--- config.mk ---
export PLATFORM = sky130hd
export DESIGN_NAME = syndrome_ingress_packer
export DESIGN_NICKNAME = d
export VERILOG_FILES = /design/src/rtl/syndrome_ingress_packer.sv
export SDC_FILE = /design/constraint.sdc
export NUM_CORES = 1
export LEC_CHECK = 0
export CAP_MARGIN = 30
export CORE_UTILIZATION = 51
export DETAILED_ROUTE_END_ITERATION = 10
export HOLD_SLACK_MARGIN = 0.12
export PLACE_DENSITY = 0.84
export SYNTH_ARGS = -nofsm -noshare
export SYNTH_HDL_FRONTEND = slang
export SYNTH_SLANG_ARGS = --single-unit
--- constraint.sdc ---
create_clock -name clk -period 4.35 [get_ports clk]
set_input_delay 0.87 -clock clk [delete_from_list [all_inputs] [get_ports clk]]
set_output_delay 0.87 -clock clk [all_outputs]
set_load 0.005 [all_outputs]
--- src/rtl/syndrome_ingress_packer.sv ---
// ---------------------------------------------------------------------------
// syndrome_ingress_packer
//
// Host-side ingress stage in front of the decoder core's 32-bit
// input_data/input_valid/input_ready port. One handshake on the measurement
// side delivers a complete round of syndrome bits. The round is serialised
// into a frame of one header word followed by NUM_WORDS payload words. Each
// frame is tagged with the round index within the decoding block and with the
// decoding context index.
//
// Ports
//   clk            system clock
//   reset          synchronous, active-high reset
//   meas_data      one round of measurement bits, bit i = PU i
//   meas_valid     meas_data is valid
//   meas_ready     packer accepts a round this cycle
//   output_data    framed word towards the core
//   output_valid   output_data is valid
//   output_ready   core accepts the current word
//   round_index    round number the next accepted round will carry
//   context_index  context number the next accepted round will carry
//   busy           high whenever a frame is in flight (FSM not IDLE)
//
// Header word
//   [31:28] 1 = normal round, 2 = last round of the decoding block
//   [27:24] FPGA_ID
//   [23:16] captured round index
//   [15:8]  captured context index
//   [7:0]   NUM_WORDS
//
// Parameter limits: GRID_WIDTH_U <= 256, NUM_CONTEXTS <= 256, FPGA_ID <= 15,
// NUM_WORDS <= 255.
// ---------------------------------------------------------------------------
module syndrome_ingress_packer #(
  parameter int GRID_WIDTH_X = 12,
  parameter int GRID_WIDTH_Z = 2,
  parameter int GRID_WIDTH_U = 10,
  parameter int NUM_CONTEXTS = 2,
  parameter int FPGA_ID      = 1
) (
  input  logic                                 clk,
  input  logic                                 reset,
  input  logic [GRID_WIDTH_X*GRID_WIDTH_Z-1:0] meas_data,
  input  logic                                 meas_valid,
  output logic                                 meas_ready,
  output logic [31:0]                          output_data,
  output logic                                 output_valid,
  input  logic                                 output_ready,
  output logic [7:0]                           round_index,
  output logic [7:0]                           context_index,
  output logic                                 busy
);

  localparam int PU_COUNT_PER_ROUND = GRID_WIDTH_X * GRID_WIDTH_Z;
  localparam int NUM_WORDS          = (PU_COUNT_PER_ROUND + 31) / 32;
  localparam int CAP_WIDTH          = NUM_WORDS * 32;
  localparam int CNT_WIDTH          = (NUM_WORDS > 1) ? $clog2(NUM_WORDS) : 1;

  localparam logic [CNT_WIDTH-1:0] LAST_WORD      = CNT_WIDTH'(NUM_WORDS - 1);
  localparam logic [7:0]           LAST_ROUND     = 8'(GRID_WIDTH_U - 1);
  localparam logic [7:0]           LAST_CONTEXT   = 8'(NUM_CONTEXTS - 1);
  localparam logic [3:0]           FPGA_TAG       = 4'(FPGA_ID);
  localparam logic [7:0]           WORD_COUNT_TAG = 8'(NUM_WORDS);

  typedef enum logic [1:0] {
    IDLE    = 2'd0,
    HEADER  = 2'd1,
    PAYLOAD = 2'd2
  } state_t;

  state_t state;
  state_t next_state;

  // Captured round, zero-extended to a whole number of 32-bit words so the
  // padding of the last payload word falls out naturally.
  logic [CAP_WIDTH-1:0] capture;
  logic [7:0]           cap_round;
  logic [7:0]           cap_context;
  logic [CNT_WIDTH-1:0] word_cnt;

  logic                 last_beat;
  logic                 round_done;
  logic                 meas_accept;
  logic [7:0]           next_round;
  logic [7:0]           next_context;
  logic [7:0]           tag_round;
  logic [7:0]           tag_context;
  logic [31:0]          header_word;
  logic [31:0]          payload_word;

  // The round completes when the final payload word is taken by the core.
  assign last_beat   = (state == PAYLOAD) && (word_cnt == LAST_WORD);
  assign round_done  = last_beat && output_ready;
  assign meas_accept = meas_valid && meas_ready;

  // Round/context values after the current round completes. A round that is
  // accepted in the same cycle as a completion must carry these updated values,
  // so tag_* selects between the live registers and their successors.
  always_comb begin
    next_round   = round_index + 8'd1;
    next_context = context_index;
    if (round_index == LAST_ROUND) begin
      next_round   = 8'd0;
      next_context = (context_index == LAST_CONTEXT) ? 8'd0 : context_index + 8'd1;
    end
    tag_round   = round_done ? next_round   : round_index;
    tag_context = round_done ? next_context : context_index;
  end

  // Header built purely from captured registers, so output_data never depends
  // combinationally on output_ready.
  always_comb begin
    header_word = {(cap_round == LAST_ROUND) ? 4'h2 : 4'h1,
                   FPGA_TAG, cap_round, cap_context, WORD_COUNT_TAG};
  end

  // Word select out of the capture register.
  always_comb begin
    payload_word = '0;
    for (int w = 0; w < NUM_WORDS; w++) begin
      if (word_cnt == CNT_WIDTH'(w)) begin
        payload_word = capture[32*w +: 32];
      end
    end
  end

  // State register.
  always_ff @(posedge clk) begin
    if (reset) begin
      state <= IDLE;
    end else begin
      state <= next_state;
    end
  end

  // Next-state logic. A round accepted on the final payload beat goes straight
  // back to HEADER, which keeps consecutive frames gap-free.
  always_comb begin
    next_state = state;
    case (state)
      IDLE: begin
        if (meas_accept) begin
          next_state = HEADER;
        end
      end
      HEADER: begin
        if (output_ready) begin
          next_state = PAYLOAD;
        end
      end
      PAYLOAD: begin
        if (round_done) begin
          next_state = meas_accept ? HEADER : IDLE;
        end
      end
      default: begin
        next_state = IDLE;
      end
    endcase
  end

  // Output logic. meas_ready is held low while reset is asserted so no round
  // can be taken in the reset cycle.
  always_comb begin
    output_valid = 1'b0;
    output_data  = 32'd0;
    meas_ready   = 1'b0;
    busy         = 1'b0;
    case (state)
      IDLE: begin
        meas_ready = !reset;
      end
      HEADER: begin
        output_valid = 1'b1;
        output_data  = header_word;
        busy         = 1'b1;
      end
      PAYLOAD: begin
        output_valid = 1'b1;
        output_data  = payload_word;
        busy         = 1'b1;
        meas_ready   = !reset && round_done;
      end
      default: begin
        output_valid = 1'b0;
      end
    endcase
  end

  // Capture, word counter and round/context bookkeeping.
  always_ff @(posedge clk) begin
    if (reset) begin
      capture       <= '0;
      cap_round     <= 8'd0;
      cap_context   <= 8'd0;
      word_cnt      <= '0;
      round_index   <= 8'd0;
      context_index <= 8'd0;
    end else begin
      if (meas_accept) begin
        capture     <= CAP_WIDTH'(meas_data);
        cap_round   <= tag_round;
        cap_context <= tag_context;
      end
      if (round_done) begin
        round_index   <= next_round;
        context_index <= next_context;
      end
      if ((state == HEADER) && output_ready) begin
        word_cnt <= '0;
      end else if ((state == PAYLOAD) && output_ready && !last_beat) begin
        word_cnt <= word_cnt + CNT_WIDTH'(1);
      end
    end
  end

endmodule

==> results of run 1 <==
[power by group]
group / leakage (nW) / switching (mW) / internal [mW] / total [mW]
clock: 0.0995 / 0.196 / 0.292 / 0.489
combinational: 0.798 / 0.144 / 0.132 / 0.276
sequential: 0.481 / 0.0334 / 0.594 / 0.627
total: 1.38 / 0.374 / 1.02 / 1.39
[through the flow]
step	instances	area (um2)	hold WS [ns]	setup WS, ns
after floorplan	335	2840	0.445	1.80
after global placement	450	3520	0.455	1.19
after detailed placement	450	3520	0.464	1.14
after CTS	465	3710	0.474	0.797
after global routing	465	3710	0.495	0.644
final	465	3710	0.468	0.827
[state kept, by name (all words and copies together), names as in the netlist]
name and count:
cap_context 8, cap_round 8, capture 24, context_index 8
round_index 8, state 2, word_cnt 1
[worst max-delay path by stage]
stage	start	to	slack (ns)
CTS	state[0]	output_data[14]	0.80
detailed placement	output_ready	meas_ready	1.14
finish	state[0]	output_data[14]	0.83
global placement	output_ready	meas_ready	1.19
global route	state[1]	output_data[14]	0.64
floorplan	state[0]	output_data[28]	1.80
[routing by layer]
metal	GRT usage [%]	wire (um)	up-vias
met5	0	0	-
met3	4.55	277	5
met1	29.7	3030	1173
met4	7.50	54	0
li1	-	-	1247
met2	39.8	3110	66
[cells in the mapped netlist, types with 2 or more instances]
cell	count	area share, %
o21ai_1	2	0.35
nand3b_1	9	2.4
and2_1	9	2.0
nand2b_1	25	5.5
mux2i_1	2	0.71
xor2_1	4	1.2
o21ai_0	36	6.4
nor3_1	9	1.6
nand2_1	31	4.1
nor2_1	23	3.1
clkbuf_1	16	2.1
buf_6	3	1.2
a22o_1	17	5.3
dfxtp_1	59	42
and3_1	5	1.1
nand3_1	5	0.88
a21o_1	2	0.53
xnor2_1	3	0.93
a21oi_1	11	1.9
nor4b_1	2	0.62
buf_2	3	0.53
a211oi_1	4	1.1
a31oi_1	2	0.44
and3b_1	3	0.93
inv_1	8	1.1
nand4_1	6	1.3
buf_4	7	1.9
ha_1	9	4.0
[layout make-up]
| class | count | area, um2 | share of cell area [%] |
|---|---|---|---|
| Clock inverter | 2 | 35.0 | 0.944 |
| Inverter | 8 | 30.0 | 0.809 |
| Clock buffer | 13 | 159 | 4.28 |
| Sequential cell | 59 | 1180 | 31.8 |
| Tap cell | 70 | 87.6 | 2.36 |
| Timing Repair Buffer | 75 | 746 | 20.1 |
| Multi-Input combinational cell | 238 | 1470 | 39.7 |
[placed cells by master, fill, tap and decap left out, drive strengths merged, types with 2 or more instances in the layout]
master,count
nand4,6
a31oi,2
and2,9
ha,9
nor4b,3
a21o,2
o21ai,39
nand3,5
inv,8
and3b,3
a22o,17
dfxtp,59
conb,5
and3,5
nand2,31
nor3,9
buf,2
nand3b,10
nand2b,25
nor2,23
xor2,4
nor3b,2
clkbuf,13
xnor2,3
a211oi,4
a21oi,12
clkdlybuf4s50,73
mux2i,2
[worst max-delay path, delay by kind of cell (launching register included)]
kind | cells | cell delay, ns
AND/OR/NAND/NOR | 1 | 0.74
buffers and inverters | 2 | 0.60
flip-flops | 1 | 0.40
adder cells (fa/ha/maj) | 1 | 0.33
AO/OA/AOI/OAI | 1 | 0.25
[kinds of logic (layout without fill, tap and decap cells)]
logic type	Yosys count	count (layout)	synth area share, %
DFF	59	59	41.8
muxes	2	2	0.708
xor gates and xnor gates	7	7	2.17
other	1	5	0.133
adders and majority gates	9	9	3.98
buffers and inverters	38	98	6.95
and+or+nand+nor	135	135	26.6
AOI/OAI and AO/OA	80	80	17.7
==> results.tsv, run 1 <==
metric	value	unit
status	finished, final reports clean	
PD cells	375	nW/um2
synthesized netlist cell count	331	
WHS Path Cells	2	
Main synth FF type	dfxtp_1	
DIE AREA	5850	um2
Max Cap Viol	0	
CTS tree	built	
Distinct cells, synth	44	
RSZ-0062 raised after global routing	false	
CTS sink count	59	
first-pass GRT wire length	11000	um
Min-Delay Path Class	flip-flop to flip-flop	
Fmax achieved	0.284	GHz
power consumption	1.39	mW
share of post-route cells with drive strength above 1	5.06	%
Die W	76.5	um
Worst path max stage delay	0.74	ns
Pleak	1.38	nW
Ports	79	
root buffer cell	clkbuf_8	
Die Ht	76.5	um
Final Wtd Congestion	0.851	
Period Utilization, post-route	81.0	%
ys async rst share	0	%
wire per inst	13.9	um
min-delay src	capture[5]	
largest net degree at the start of global routing	56	
n_diodes	0	
Avg Inst Size Synth	8.54	um2
Clock Path Buffers	2	
Post-CTS Repair Setup Buffers	0	
slowest CP cell	and3b_1	
cell row count	26	
end of the worst hold path	capture[5]	
Post-CTS Hold Buffers	0	
Period minus WS final	3.52	ns
final core occ	70.9	%
# H-tree levels	3	
fin nets	428	
reg2reg setup slack	2.06	ns
drt via density	5.36	
Final setup viols	0	
Tightest Pin Transition	0.874	ns
Initial Util	54.0	%
vias in the first global route	2354	
Reg-to-Reg End	cap_round[0]	
max_slew headroom	41.7	%
Total Wirelength	6480	um
core area	5240	um2
total gr overflow	0	
total CTS buffers	9	
Fillers	428	
drc violations	0	
Mapped Area	2830	um2
IO buf count	73	
R2R cell count	7	
DR iter-0 viols	138	
sequential area share after synthesis	41.8	%
worst vdd ir	0.000270	V
Area Growth Syn to Fin	31.2	%
post-synthesis register bit count	59	
Final ANT Viol Nets	0	
Post-Route Setup TNS	0	ns
Final Hold Vio Count	0	
crit path capture type	output port	
number of synthesized flops with an enable pin	0	
startpoint types	flip-flop	
Crit path arrival time	2.65	ns
crit-path cells	inv_1 -> ha_1 -> and3b_1 -> a22o_1 -> clkdlybuf4s50_1	
clk slew on worst S/H paths	0.06	ns
hpwl dp	4580	um
antenna violations before repair	0	
reg2reg start	state[0]	
WP data required	3.48	ns
setup skew after layout	0.0102	ns
worst-path fanout max	24	
Max Slew Vio Count	0	
First-pass DRT Iterations	4	
Synth Warn #	0	
total number of vias	2491	
GRT Util Overall	23.4	%
post-CTS sizing	0	
Skew-Pair Late Insertion Delay	0.32	ns
kind of critical path	flip-flop to output port	
Note: power is estimated with default switching activity, not from simulation.
==> inputs of run 2 (changes only) <==
- CORE_UTILIZATION: 51 -> 43
- PLACE_DENSITY: 0.84 -> 0.76
- clock period: 4.35 -> 2.9 ns (I/O delays scaled with it)
==> run 2 against run 1 <==
Clock-buffer cell count unchanged. Die area increased by 18%. Sequential power is 50% higher. Total power increased by 53%. Setup slack got worse by 0.70 ns. Non-clock buffer count is 3 higher. Global-route usage shrank 2.7 points. Clock power grew 53%. Sequential share of layout area fell by 0.53 points. First-iteration DRC count rose by 32%. Critical path type unchanged. Critical endpoint is now output_data[13].
==> results.tsv, run 2 (synthesized netlist as in run 1, its figures left out) <==
metric	value	unit
WHS Path Cells	2	
Clock Path Buffers	2	
status	finished, final reports clean	
Area Growth Syn to Fin	33.6	%
Reg-to-Reg End	cap_context[7]	
Initial Util	44.5	%
crit path capture type	output port	
total CTS buffers	9	
Total Wirelength	6650	um
Post-Route Setup TNS	0	ns
reg2reg start	state[0]	
crit-path cells	inv_1 -> ha_1 -> and2_1 -> buf_8 -> a22o_1 -> clkdlybuf4s50_1	
IO buf count	73	
root buffer cell	clkbuf_8	
drt via density	5.35	
most frequent cells in the layout	clkdlybuf4s50_1, dfxtp_1, o21ai_0	
Crit path arrival time	2.19	ns
hpwl dp	4600	um
Die Ht	83.1	um
Period Utilization, post-route	95.7	%
R2R cell count	8	
antenna violations before repair	0	
Final setup viols	0	
# H-tree levels	3	
PD cells	563	nW/um2
cell row count	29	
reg2reg setup slack	0.82	ns
total number of vias	2539	
Largest register FFs	24	
kind of critical path	flip-flop to output port	
Max Slew Vio Count	0	
Die W	83.1	um
Skew-Pair Late Insertion Delay	0.34	ns
Max Cap Viol	0	
CTS tree	built	
share of post-route cells with drive strength above 1	6.28	%
Buf+Inv Stages, Crit Path	3	
non-filler cells, final	475	
CTS sink count	59	
startpoint types	flip-flop	
largest net degree at the start of global routing	57	
vias in the first global route	2411	
core area	6350	um2
drc violations	0	
max_slew headroom	51.2	%
Fillers	567	
setup skew after layout	0.00921	ns
WP data required	2.32	ns
fin nets	431	
Fin Hold WS	0.470	ns
min-delay src	capture[6]	
end of the worst hold path	capture[6]	
dpl cells	460	
Tightest Pin Transition	0.732	ns
Min-Delay Path Class	flip-flop to flip-flop	
First-pass DRT Iterations	4	
Fmax achieved	0.361	GHz
slowest CP cell	clkdlybuf4s50_1	
DP Area	3560	um2
final core occ	59.5	%
Ports	79	
CP delay by family, top	buffers and inverters	
DR iter-0 viols	182	
RSZ-0062 raised after global routing	false	
Final Hold Vio Count	0	
worst-path fanout max	19	
wire per inst	14.0	um
DIE AREA	6900	um2
commonest non-fill, non-tap cell in the layout	clkdlybuf4s50_1	
clk slew on worst S/H paths	0.06	ns
Pleak	1.40	nW
Period minus WS final	2.77	ns
first-pass GRT wire length	11400	um
GRT Util Overall	20.7	%
Worst path max stage delay	0.50	ns
Final ANT Viol Nets	0	
cell area after layout	3780	um2
Final Wtd Congestion	0.845	
total gr overflow	0	
n_diodes	0	
Top reg by flops	capture	
Post-CTS Repair Setup Buffers	0	
worst vdd ir	0.000306	V
-- run 2: worst max path at each step --
stage / startpoint / end / cells past startpoint
after global placement: output_ready / meas_ready / 5
final: state[1] / output_data[13] / 6
after global routing: state[1] / output_data[28] / 6
after CTS: state[0] / output_data[17] / 6
after detailed placement: state[0] / output_data[17] / 6
after floorplan: state[0] / output_data[28] / 6
-- run 2: area by class of cell --
| type | count | area (um2) | share of cell area (%) |
|---|---|---|---|
| clock inverters | 2 | 35.0 | 0.927 |
| multi-input cells | 238 | 1470 | 39.0 |
| clock buffers | 13 | 159 | 4.21 |
| repair buffers | 78 | 801 | 21.2 |
| inverters | 8 | 30.0 | 0.795 |
| well taps | 77 | 96.3 | 2.55 |
| flip-flops and latches | 59 | 1180 | 31.3 |
-- run 2: metrics by stage --
stage | setup WS, ns | power, mW
2_1_floorplan | 0.640 | 1.22
3_3_place_gp | 0.397 | 1.37
3_5_place_dp | 0.354 | 1.39
4_1_cts | 0.000137 | 2.13
5_1_grt | 0.00685 | 2.25
6_report | 0.126 | 2.13
-- run 2: metal layers --
layer  part of all wire, %  global-route usage [%]  up-vias
met5                     0                       0        -
li1                      -                       -     1251
met4                   3.0                    10.7        0
met2                    47                    32.9       69
met3                   3.9                    4.17       17
met1                    46                    26.5     1202
-- run 2: where the power goes --
group	switching (mW)	internal (mW)	leakage (nW)
Clock	0.310	0.438	0.0995
Sequential	0.0501	0.892	0.481
Combinational	0.219	0.216	0.822
Total	0.580	1.55	1.40
-- run 2: worst register-to-register path, stage by stage, from the launching register on --
cell	delay, ns
dfxtp_2	0.34
inv_1	0.08
ha_1	0.27
and3b_1	0.21
buf_4	0.13
and3_1	0.38
o21ai_0	0.15
a22oi_1	0.27
o21ai_0	0.10
-- run 2: repair_timing --
action                                  CTS  global route
hold buffers                              0             0
endpoints found under the setup margin    0            26
gates resized for setup                   0             8
